--- src/rtl/map_tile_writer.sv ---
// Write side of the dual-port tile-map RAM: turns SET / FILL / CLEAR commands
// into a stream of one-tile-per-clock writes with incremental addressing.
module map_tile_writer #(
  parameter int WIDTH  = 160,
  parameter int HEIGHT = 90,
  localparam int AW    = $clog2(WIDTH * HEIGHT)
) (
  input  logic          pixel_clk_in,
  input  logic          rst_in,
  input  logic          cmd_valid_in,
  output logic          cmd_ready_out,
  input  logic [1:0]    cmd_op_in,
  input  logic [7:0]    cmd_x0_in,
  input  logic [6:0]    cmd_y0_in,
  input  logic [7:0]    cmd_x1_in,
  input  logic [6:0]    cmd_y1_in,
  input  logic [3:0]    cmd_tile_in,
  output logic [AW-1:0] wr_addr_out,
  output logic [3:0]    wr_data_out,
  output logic          wr_en_out,
  output logic          busy_out,
  output logic          done_out,
  output logic          err_out
);

  localparam logic [1:0]    OP_SET   = 2'd0;
  localparam logic [1:0]    OP_FILL  = 2'd1;
  localparam logic [1:0]    OP_CLEAR = 2'd2;
  localparam logic [1:0]    OP_RSVD  = 2'd3;
  localparam logic [7:0]    W8       = 8'(WIDTH);
  localparam logic [6:0]    H7       = 7'(HEIGHT);
  localparam logic [7:0]    XMAX     = 8'(WIDTH - 1);
  localparam logic [6:0]    YMAX     = 7'(HEIGHT - 1);
  localparam logic [AW-1:0] W_AW     = AW'(WIDTH);

  typedef enum logic [2:0] {S_IDLE, S_CHECK, S_WRITE, S_DONE, S_ERR} state_t;

  state_t        state_q, state_d;
  logic [1:0]    op_q, op_d;
  logic [7:0]    x0_q, x0_d, x1_q, x1_d, cur_x_q, cur_x_d;
  logic [6:0]    y0_q, y0_d, y1_q, y1_d, cur_y_q, cur_y_d;
  logic [3:0]    tile_q, tile_d, data_q, data_d;
  logic [AW-1:0] row_base_q, row_base_d, addr_q, addr_d;
  logic          wr_en_q, wr_en_d, busy_q, busy_d, done_q, done_d;
  logic          err_q, err_d, ready_q, ready_d;

  logic [7:0]    ex0, ex1;
  logic [6:0]    ey0, ey1;
  logic [AW-1:0] start_addr;
  logic          bad_cmd;

  // SET and CLEAR are folded into rectangle bounds so one write loop serves all ops.
  always_comb begin
    ex0 = x0_q;
    ex1 = x1_q;
    ey0 = y0_q;
    ey1 = y1_q;
    case (op_q)
      OP_SET: begin
        ex1 = x0_q;
        ey1 = y0_q;
      end
      OP_CLEAR: begin
        ex0 = 8'd0;
        ex1 = XMAX;
        ey0 = 7'd0;
        ey1 = YMAX;
      end
      default: ;
    endcase
    start_addr = AW'(ex0) + AW'(ey0) * W_AW;
    bad_cmd = (op_q == OP_RSVD)
           || ((op_q != OP_CLEAR) && ((x0_q >= W8) || (y0_q >= H7)))
           || ((op_q == OP_FILL) && ((x1_q >= W8) || (y1_q >= H7)
                                     || (x0_q > x1_q) || (y0_q > y1_q)));
  end

  always_comb begin
    state_d    = state_q;
    op_d       = op_q;
    x0_d       = x0_q;
    y0_d       = y0_q;
    x1_d       = x1_q;
    y1_d       = y1_q;
    tile_d     = tile_q;
    cur_x_d    = cur_x_q;
    cur_y_d    = cur_y_q;
    row_base_d = row_base_q;
    addr_d     = addr_q;
    data_d     = data_q;
    wr_en_d    = 1'b0;
    busy_d     = busy_q;
    done_d     = 1'b0;
    err_d      = 1'b0;
    ready_d    = ready_q;
    case (state_q)
      S_IDLE: begin
        if (cmd_valid_in && ready_q) begin
          op_d    = cmd_op_in;
          x0_d    = cmd_x0_in;
          y0_d    = cmd_y0_in;
          x1_d    = cmd_x1_in;
          y1_d    = cmd_y1_in;
          tile_d  = cmd_tile_in;
          ready_d = 1'b0;
          busy_d  = 1'b1;
          state_d = S_CHECK;
        end
      end
      S_CHECK: begin
        if (bad_cmd) begin
          err_d   = 1'b1;
          state_d = S_ERR;
        end else begin
          x0_d       = ex0;
          x1_d       = ex1;
          y1_d       = ey1;
          cur_x_d    = ex0;
          cur_y_d    = ey0;
          row_base_d = start_addr;
          addr_d     = start_addr;
          data_d     = tile_q;
          wr_en_d    = 1'b1;
          state_d    = S_WRITE;
        end
      end
      S_WRITE: begin
        if ((cur_x_q == x1_q) && (cur_y_q == y1_q)) begin
          done_d  = 1'b1;
          state_d = S_DONE;
        end else begin
          wr_en_d = 1'b1;
          if (cur_x_q == x1_q) begin
            cur_x_d    = x0_q;
            cur_y_d    = cur_y_q + 7'd1;
            row_base_d = row_base_q + W_AW;
            addr_d     = row_base_q + W_AW;
          end else begin
            cur_x_d = cur_x_q + 8'd1;
            addr_d  = addr_q + AW'(1);
          end
        end
      end
      S_DONE, S_ERR: begin
        ready_d = 1'b1;
        busy_d  = 1'b0;
        state_d = S_IDLE;
      end
      default: begin
        ready_d = 1'b1;
        busy_d  = 1'b0;
        state_d = S_IDLE;
      end
    endcase
  end

  always_ff @(posedge pixel_clk_in or posedge rst_in) begin
    if (rst_in) begin
      state_q    <= S_IDLE;
      op_q       <= 2'd0;
      x0_q       <= 8'd0;
      y0_q       <= 7'd0;
      x1_q       <= 8'd0;
      y1_q       <= 7'd0;
      tile_q     <= 4'd0;
      cur_x_q    <= 8'd0;
      cur_y_q    <= 7'd0;
      row_base_q <= '0;
      addr_q     <= '0;
      data_q     <= 4'd0;
      wr_en_q    <= 1'b0;
      busy_q     <= 1'b0;
      done_q     <= 1'b0;
      err_q      <= 1'b0;
      ready_q    <= 1'b1;
    end else begin
      state_q    <= state_d;
      op_q       <= op_d;
      x0_q       <= x0_d;
      y0_q       <= y0_d;
      x1_q       <= x1_d;
      y1_q       <= y1_d;
      tile_q     <= tile_d;
      cur_x_q    <= cur_x_d;
      cur_y_q    <= cur_y_d;
      row_base_q <= row_base_d;
      addr_q     <= addr_d;
      data_q     <= data_d;
      wr_en_q    <= wr_en_d;
      busy_q     <= busy_d;
      done_q     <= done_d;
      err_q      <= err_d;
      ready_q    <= ready_d;
    end
  end

  assign cmd_ready_out = ready_q;
  assign wr_addr_out   = addr_q;
  assign wr_data_out   = data_q;
  assign wr_en_out     = wr_en_q;
  assign busy_out      = busy_q;
  assign done_out      = done_q;
  assign err_out       = err_q;

endmodule

--- config.mk ---
export PLATFORM = sky130hd
export DESIGN_NAME = map_tile_writer
export DESIGN_NICKNAME = d
export VERILOG_FILES = /design/src/rtl/map_tile_writer.sv
export SDC_FILE = /design/constraint.sdc
export NUM_CORES = 1
export LEC_CHECK = 0
export CORE_MARGIN = 1.5
export CORE_UTILIZATION = 52
export DETAILED_ROUTE_END_ITERATION = 12
export PLACE_DENSITY_LB_ADDON = 0.12
export SLEW_MARGIN = 20
export SYNTH_ARGS = -nofsm -noshare
export SYNTH_HDL_FRONTEND = slang
export SYNTH_SLANG_ARGS = --single-unit
--- constraint.sdc ---
create_clock -name pixel_clk_in -period 3.88 [get_ports pixel_clk_in]
set_input_delay 0.388 -clock pixel_clk_in [delete_from_list [all_inputs] [get_ports pixel_clk_in]]
set_output_delay 0.388 -clock pixel_clk_in [all_outputs]
set_load 0.02 [all_outputs]
---- After elaboration in Yosys (flattened, before gate mapping) ----
Cells that the tools add are included.
cells by class
  muxes and demuxes ....................... 42
  eq/ne operators ......................... 14
  $add $sub $neg .......................... 5
  $lt $le $gt $ge ......................... 6
  bitwise gates (word level) .............. 2
  reduce and logical (&&, ||, !) cells .... 23
  multiply operators ...................... 1
operators by type and width
  operator                                           number
  two-way mux 14 bit                                 5
  case mux 8 bit (2 select lines)                    4
  two-way mux 8 bit                                  7
  case mux 14 bit (2 select lines)                   2
  two-way mux 7 bit                                  6
  case mux 7 bit (2 select lines)                    3
  >= comparator 8 bit (second input constant)        2
  adder 14 x 1 -> 14 bit (second input constant)     1
  adder 14 x 8 -> 14 bit (second input constant)     1
  adder 8 x 14 -> 14 bit                             1
  >= comparator 7 bit (second input constant)        2
  inequality test 2 bit (second input constant)      6
  multiplier 7 x 3 -> 9 bit (second input constant)  1
  two-way mux 3 bit                                  3
  case mux 3 bit (3 select lines)                    1
  adder 8 x 1 -> 8 bit (second input constant)       1
  == test 8 bit                                      1
  > comparator 8 bit                                 1
  two-way mux 1 bit                                  8
  AND reduction 2 bit                                4
  AND reduction 4 bit                                2
  adder 7 x 1 -> 7 bit (second input constant)       1
  == test 7 bit                                      1
  > comparator 7 bit                                 1
  other kinds (14)                                   28
storage, ports and cells
  logic and storage cells ................. 110
  output and inout bits ................... 23
  bits of input ports ..................... 39
  flip-flop bits (word level) ............. 91

---- Depth between registers and ports, before layout ----
  depth after elaboration ................. 8
  gate-level depth with buffers ........... 15

---- Worst setup path after synthesis ----
OpenSTA, ideal clock, no wires.
  path kind ............................... flip-flop to flip-flop
  from .................................... register op_q[1]
  to ...................................... register addr_q[13], in the netlist wr_addr_out[13]
  setup slack ............................. 0.115 ns
  arrival ................................. 3.641 ns
  required time ........................... 3.755 ns
  clock period less this slack ............ 3.765 ns
  cell stages (with the launch flop) ...... 15
  path buffers ............................ 2
  cell sequence ........................... dfrtp_1 > nor2b_1 > clkbuf_1 > clkbuf_1 > nor2b_1 > ha_1 > ha_1 > fa_1 > xor2_1 > nand4_1 > nor4b_2 > xnor3_1 > nor2_1 > a221oi_1 > mux2_2
between the ends
  longest elaborated chain between the ends .. 6
  elaborated cells on any way between the ends .. 16
RTL lines
  what                                                                            RTL line  RTL
  start, declared                                                                 39        logic [1:0] op_q, op_d;
  start signal, assigned                                                          178       op_q <= op_d;
  == test 2 bit / inequality test 2 bit (equally long branches)                   58, 73
  two-way mux 7 bit / logical AND 1 bit (equally long branches)                   58, 73
  multiplier 7 x 3 -> 9 bit / logical OR 1 bit (equally long branches)            71, 73
  adder 8 x 14 -> 14 bit / logical OR 1 bit (equally long branches)               71, 74
  two-way mux 14 bit / inequality test 2 bit (equally long branches)              n/a
  case mux 14 bit (2 select lines) / AND reduction 3 bit (equally long branches)  n/a
  end signal, assigned                                                            187       addr_q <= addr_d;
  end, declared                                                                   43        logic [AW-1:0] row_base_q, row_base_d, addr_q, addr_d;
Parallel ways exist; a longest one is shown, timed or not. The select of a mux whose other input is x is not followed.
A chain may end at the register's enable or synchronous reset.

---- Final worst setup path ----
  from .................................... register op_q[0]
  to ...................................... register addr_q[13], in the netlist wr_addr_out[13]
Same word-level chain as after synthesis.

==> out/qor.txt <==
Crit-path cells - inv_1, nand2_1, nand2_1, inv_1, ha_1, ha_1, fa_1, a211oi_1, o22ai_1, nor4b_2, xnor3_1, nor2_1, a221oi_1, mux2_2
Relative slew slack - 0.446
Max FO, Critical Path - 4
Clk sinks - 91
Arr. time, crit path - 3.86 ns
Fin Clk Skew - 0.00683 ns
HP Class - input pin to async pin
Critical path launch point type - flip-flop
Hold WS - 0.501 ns
Vias/cell - 5.92
Detail Placement HPWL - 10700 um
Residual DRC count - 0
Status - complete, no violations
Cell area after synthesis - 0.00589 mm2
Core region area - 0.0109 mm2
Final core occ - 0.641
RSZ-0062 raised after global routing - no
CTS H-tree lvls - 3
Register share of total power - 0.362
Die Footprint - 0.0120 mm2
Initial Util - 0.539
PortBufs - 61
Flop and latch count out of synthesis - 91
Critical path class - flip-flop to flip-flop
Final Critical Period - 3.63 ns
Vias in the first global route - 4792
Die Span Y - 109 um
Netlist cell types - 63
Iter 0 DRT Violations - 215
Pins Over Slew Limit - 0
Tot GR Track Use - 0.263
Cells after Synth - 607
Yosys warning count - 0
Post-Place Setup Slack - 0.304 ns
CTS root buf - clkbuf_16
Number of routed nets with antenna violations - 0
Post-DR wirelength/cell - 17.9 um
Syn_nets - 678
Critical Path Max Stage Delay - 0.41 ns
Final instance area - 0.00701 mm2
# rows - 38
Fin Setup TNS - 0 ns
RD Place Congestion - 0.894
Syn Area/Cell - 9.71 um2
Worst-Skew Late Latency - 0.35 ns
Deepest clock path buffer count - 2
Top FF cell, synth - dfrtp_1
Post-Route WL - 14500 um
Area post-placement - 0.00666 mm2
Achievable clock frequency - 275 MHz
Synth-to-Final Area Change - 18.9%
Total CTS buffers - 9
Clock group share of total power - 0.239
Share of layout cells above drive strength 1 - 0.106
Internal - 2.64 mW
Ant. Diodes - 0
Post-Place Cells - 795
Critical Path Sink Type - flip-flop
DRT Pass-1 Iters - 4
Largest net degree at the start of global routing - 46
Post-synth EDFFs - 0
Fin nets - 737
Peak supply drop - 375 uV
Post-synth ARST share - 1.00
Register area share after synthesis - 0.387
Initial antenna violation count - 0
Post-CTS Setup Repair Bufs - 0
Num ports - 62
Final Non-Filler Cells - 811
Worst-path clk slew - 0.06 ns
Grt ovf - 0
PnR worst setup slack - 0.248 ns
P per Cell Area - 613 mW/mm2
Final Cycle Share - 0.936
DIE WIDTH - 109 um
Via count - 4798
Net Switching - 1.65 mW
Power Total - 4.29 mW
Max-Cap Viols - 0
Worst EP required - 4.11 ns
Leak pwr - 3.10 nW
Worst-margin pin slew - 0.829 ns
Slowest cell on the critical path - fa_1
# resized after CTS - 0
Combinational share of power - 0.399
Switch share - 0.385
First-pass GRT wire length - 24100 um
CTS tree - done
Post-CTS Hold Fix Bufs - 0
Setup violations, final - 0
Hold Vio Cnt, Final - 0
[area by class of cell]
| type | instances | area, um2 |
|---|---|---|
| Fill cell | 948 | 3930 |
| Multi-Input combinational cell | 464 | 3400 |
| Sequential cell | 91 | 2280 |
| Timing Repair Buffer | 74 | 708 |
| Clock buffer | 9 | 225 |
| Tap cell | 140 | 175 |
| Clock inverter | 7 | 123 |
| Inverter | 26 | 98.8 |
[logic make-up (layout without fill, tap and decap cells)]
logic type | after synthesis | after routing | synth area share
adder cells (fa/ha/maj) | 32 | 32 | 0.0705
buffers and inverters | 52 | 116 | 0.0374
flip-flops | 91 | 91 | 0.387
AND/OR/NAND/NOR | 170 | 170 | 0.148
multiplexers | 63 | 63 | 0.116
AO/OA/AOI/OAI | 151 | 151 | 0.167
XOR/XNOR | 48 | 48 | 0.0737
[cells in the mapped netlist (4+ instances only)]
master	n	area, um2
o21ai_1	13	65.1
and2_1	4	25.0
nand4_1	7	43.8
nor2_1	39	146
nand3_1	14	70.1
nor2b_1	8	50.1
ha_1	30	375
o31ai_1	4	30.0
o21ai_0	42	210
a2bb2oi_1	4	35.0
a21o_1	5	37.5
a21oi_1	28	140
nor3_1	13	65.1
or3_1	9	56.3
mux2_2	24	270
a211oi_1	6	45.0
xor2_1	27	236
nand2_1	50	188
xnor2_1	20	175
o21bai_1	9	67.6
mux2_1	19	214
clkbuf_1	18	67.6
and3_1	7	43.8
buf_2	5	25.0
a31oi_1	4	25.0
dfrtp_1	90	2250
mux2i_1	20	200
a22o_1	10	87.6
inv_1	25	93.8
[cell usage in the layout, fill, tap and decap left out, types with 3 or more instances in the layout]
cell / n
o21ai_1: 13
nand2_1: 50
buf_4: 13
nor3_1: 13
clkdlybuf4s50_1: 61
a211oi_1: 6
o21ai_0: 42
nor4_4: 3
a21o_1: 5
o31ai_1: 4
or3_1: 9
a21oi_1: 28
and4_1: 3
bufinv_16: 3
and3_1: 7
nor2b_1: 8
nand2b_1: 3
a2bb2oi_1: 4
a31oi_1: 4
o31a_1: 3
a22o_1: 10
and2_1: 4
nand3_1: 14
xor2_1: 27
nand4_1: 7
xnor2_1: 20
mux2i_1: 20
mux2_1: 19
nor2_1: 39
dfrtp_1: 90
ha_1: 30
mux2_2: 24
o21bai_1: 9
clkbuf_16: 9
o31ai_2: 3
inv_1: 24
[path summary, 6_finish.rpt]
kind                                                 from                          end  slack (ns)  cells after the start
worst min register to register  row_base_q[2]$_DFFE_PP0P_    row_base_q[2]$_DFFE_PP0P_        0.50                      1
worst max-delay path                  op_q[0]$_DFFE_PP0P_  wr_addr_out[13]$_DFFE_PP0P_        0.25                     14
min in group pixel_clk_in       row_base_q[2]$_DFFE_PP0P_    row_base_q[2]$_DFFE_PP0P_        0.50                      1
worst min-delay path                               rst_in        tile_q[2]$_DFFE_PP0P_        0.50                      2
max in group asynchronous                          rst_in   wr_addr_out[7]$_DFFE_PP0P_        2.52                      3
worst max register to register        op_q[0]$_DFFE_PP0P_  wr_addr_out[13]$_DFFE_PP0P_        0.25                     14
[metal layers]
layer  wire, um  track usage
met5          0            0
met1       6840        0.374
met4        238        0.102
met3        664       0.0314
met2       6800        0.410
[power groups by stage]
stage                     combinational (mW)  clock (mW)  sequential, mW
after detailed placement                1.71           0            1.56
after floorplan                         1.17           0            1.55
after global routing                    1.91        1.09            1.60
after global placement                  1.66           0            1.55
final                                   1.71        1.03            1.56
after CTS                               1.72        1.04            1.55
[worst max-delay path, delay by kind of cell (launching register included)]
| family | cells | cell delay, ns |
|---|---|---|
| DFF | 1 | 0.39 |
| AOI/OAI and AO/OA | 3 | 0.61 |
| xor gates and xnor gates | 1 | 0.38 |
| adders and majority gates | 3 | 0.94 |
| buffers and inverters | 2 | 0.22 |
| muxes | 1 | 0.29 |
| and+or+nand+nor | 4 | 0.66 |
[state kept, by name, summed over array words and instances, names as in the netlist]
register / flops
y0_q: 7
y1_q: 7
op_q: 2
done_out: 1
wr_data_out: 4
wr_addr_out: 14
cur_x_q: 8
row_base_q: 14
cmd_ready_out: 1
x1_q: 8
wr_en_out: 1
cur_y_q: 7
state_q: 3
err_out: 1
tile_q: 4
x0_q: 8
busy_out: 1
Note: power is estimated with default switching activity, not from simulation.
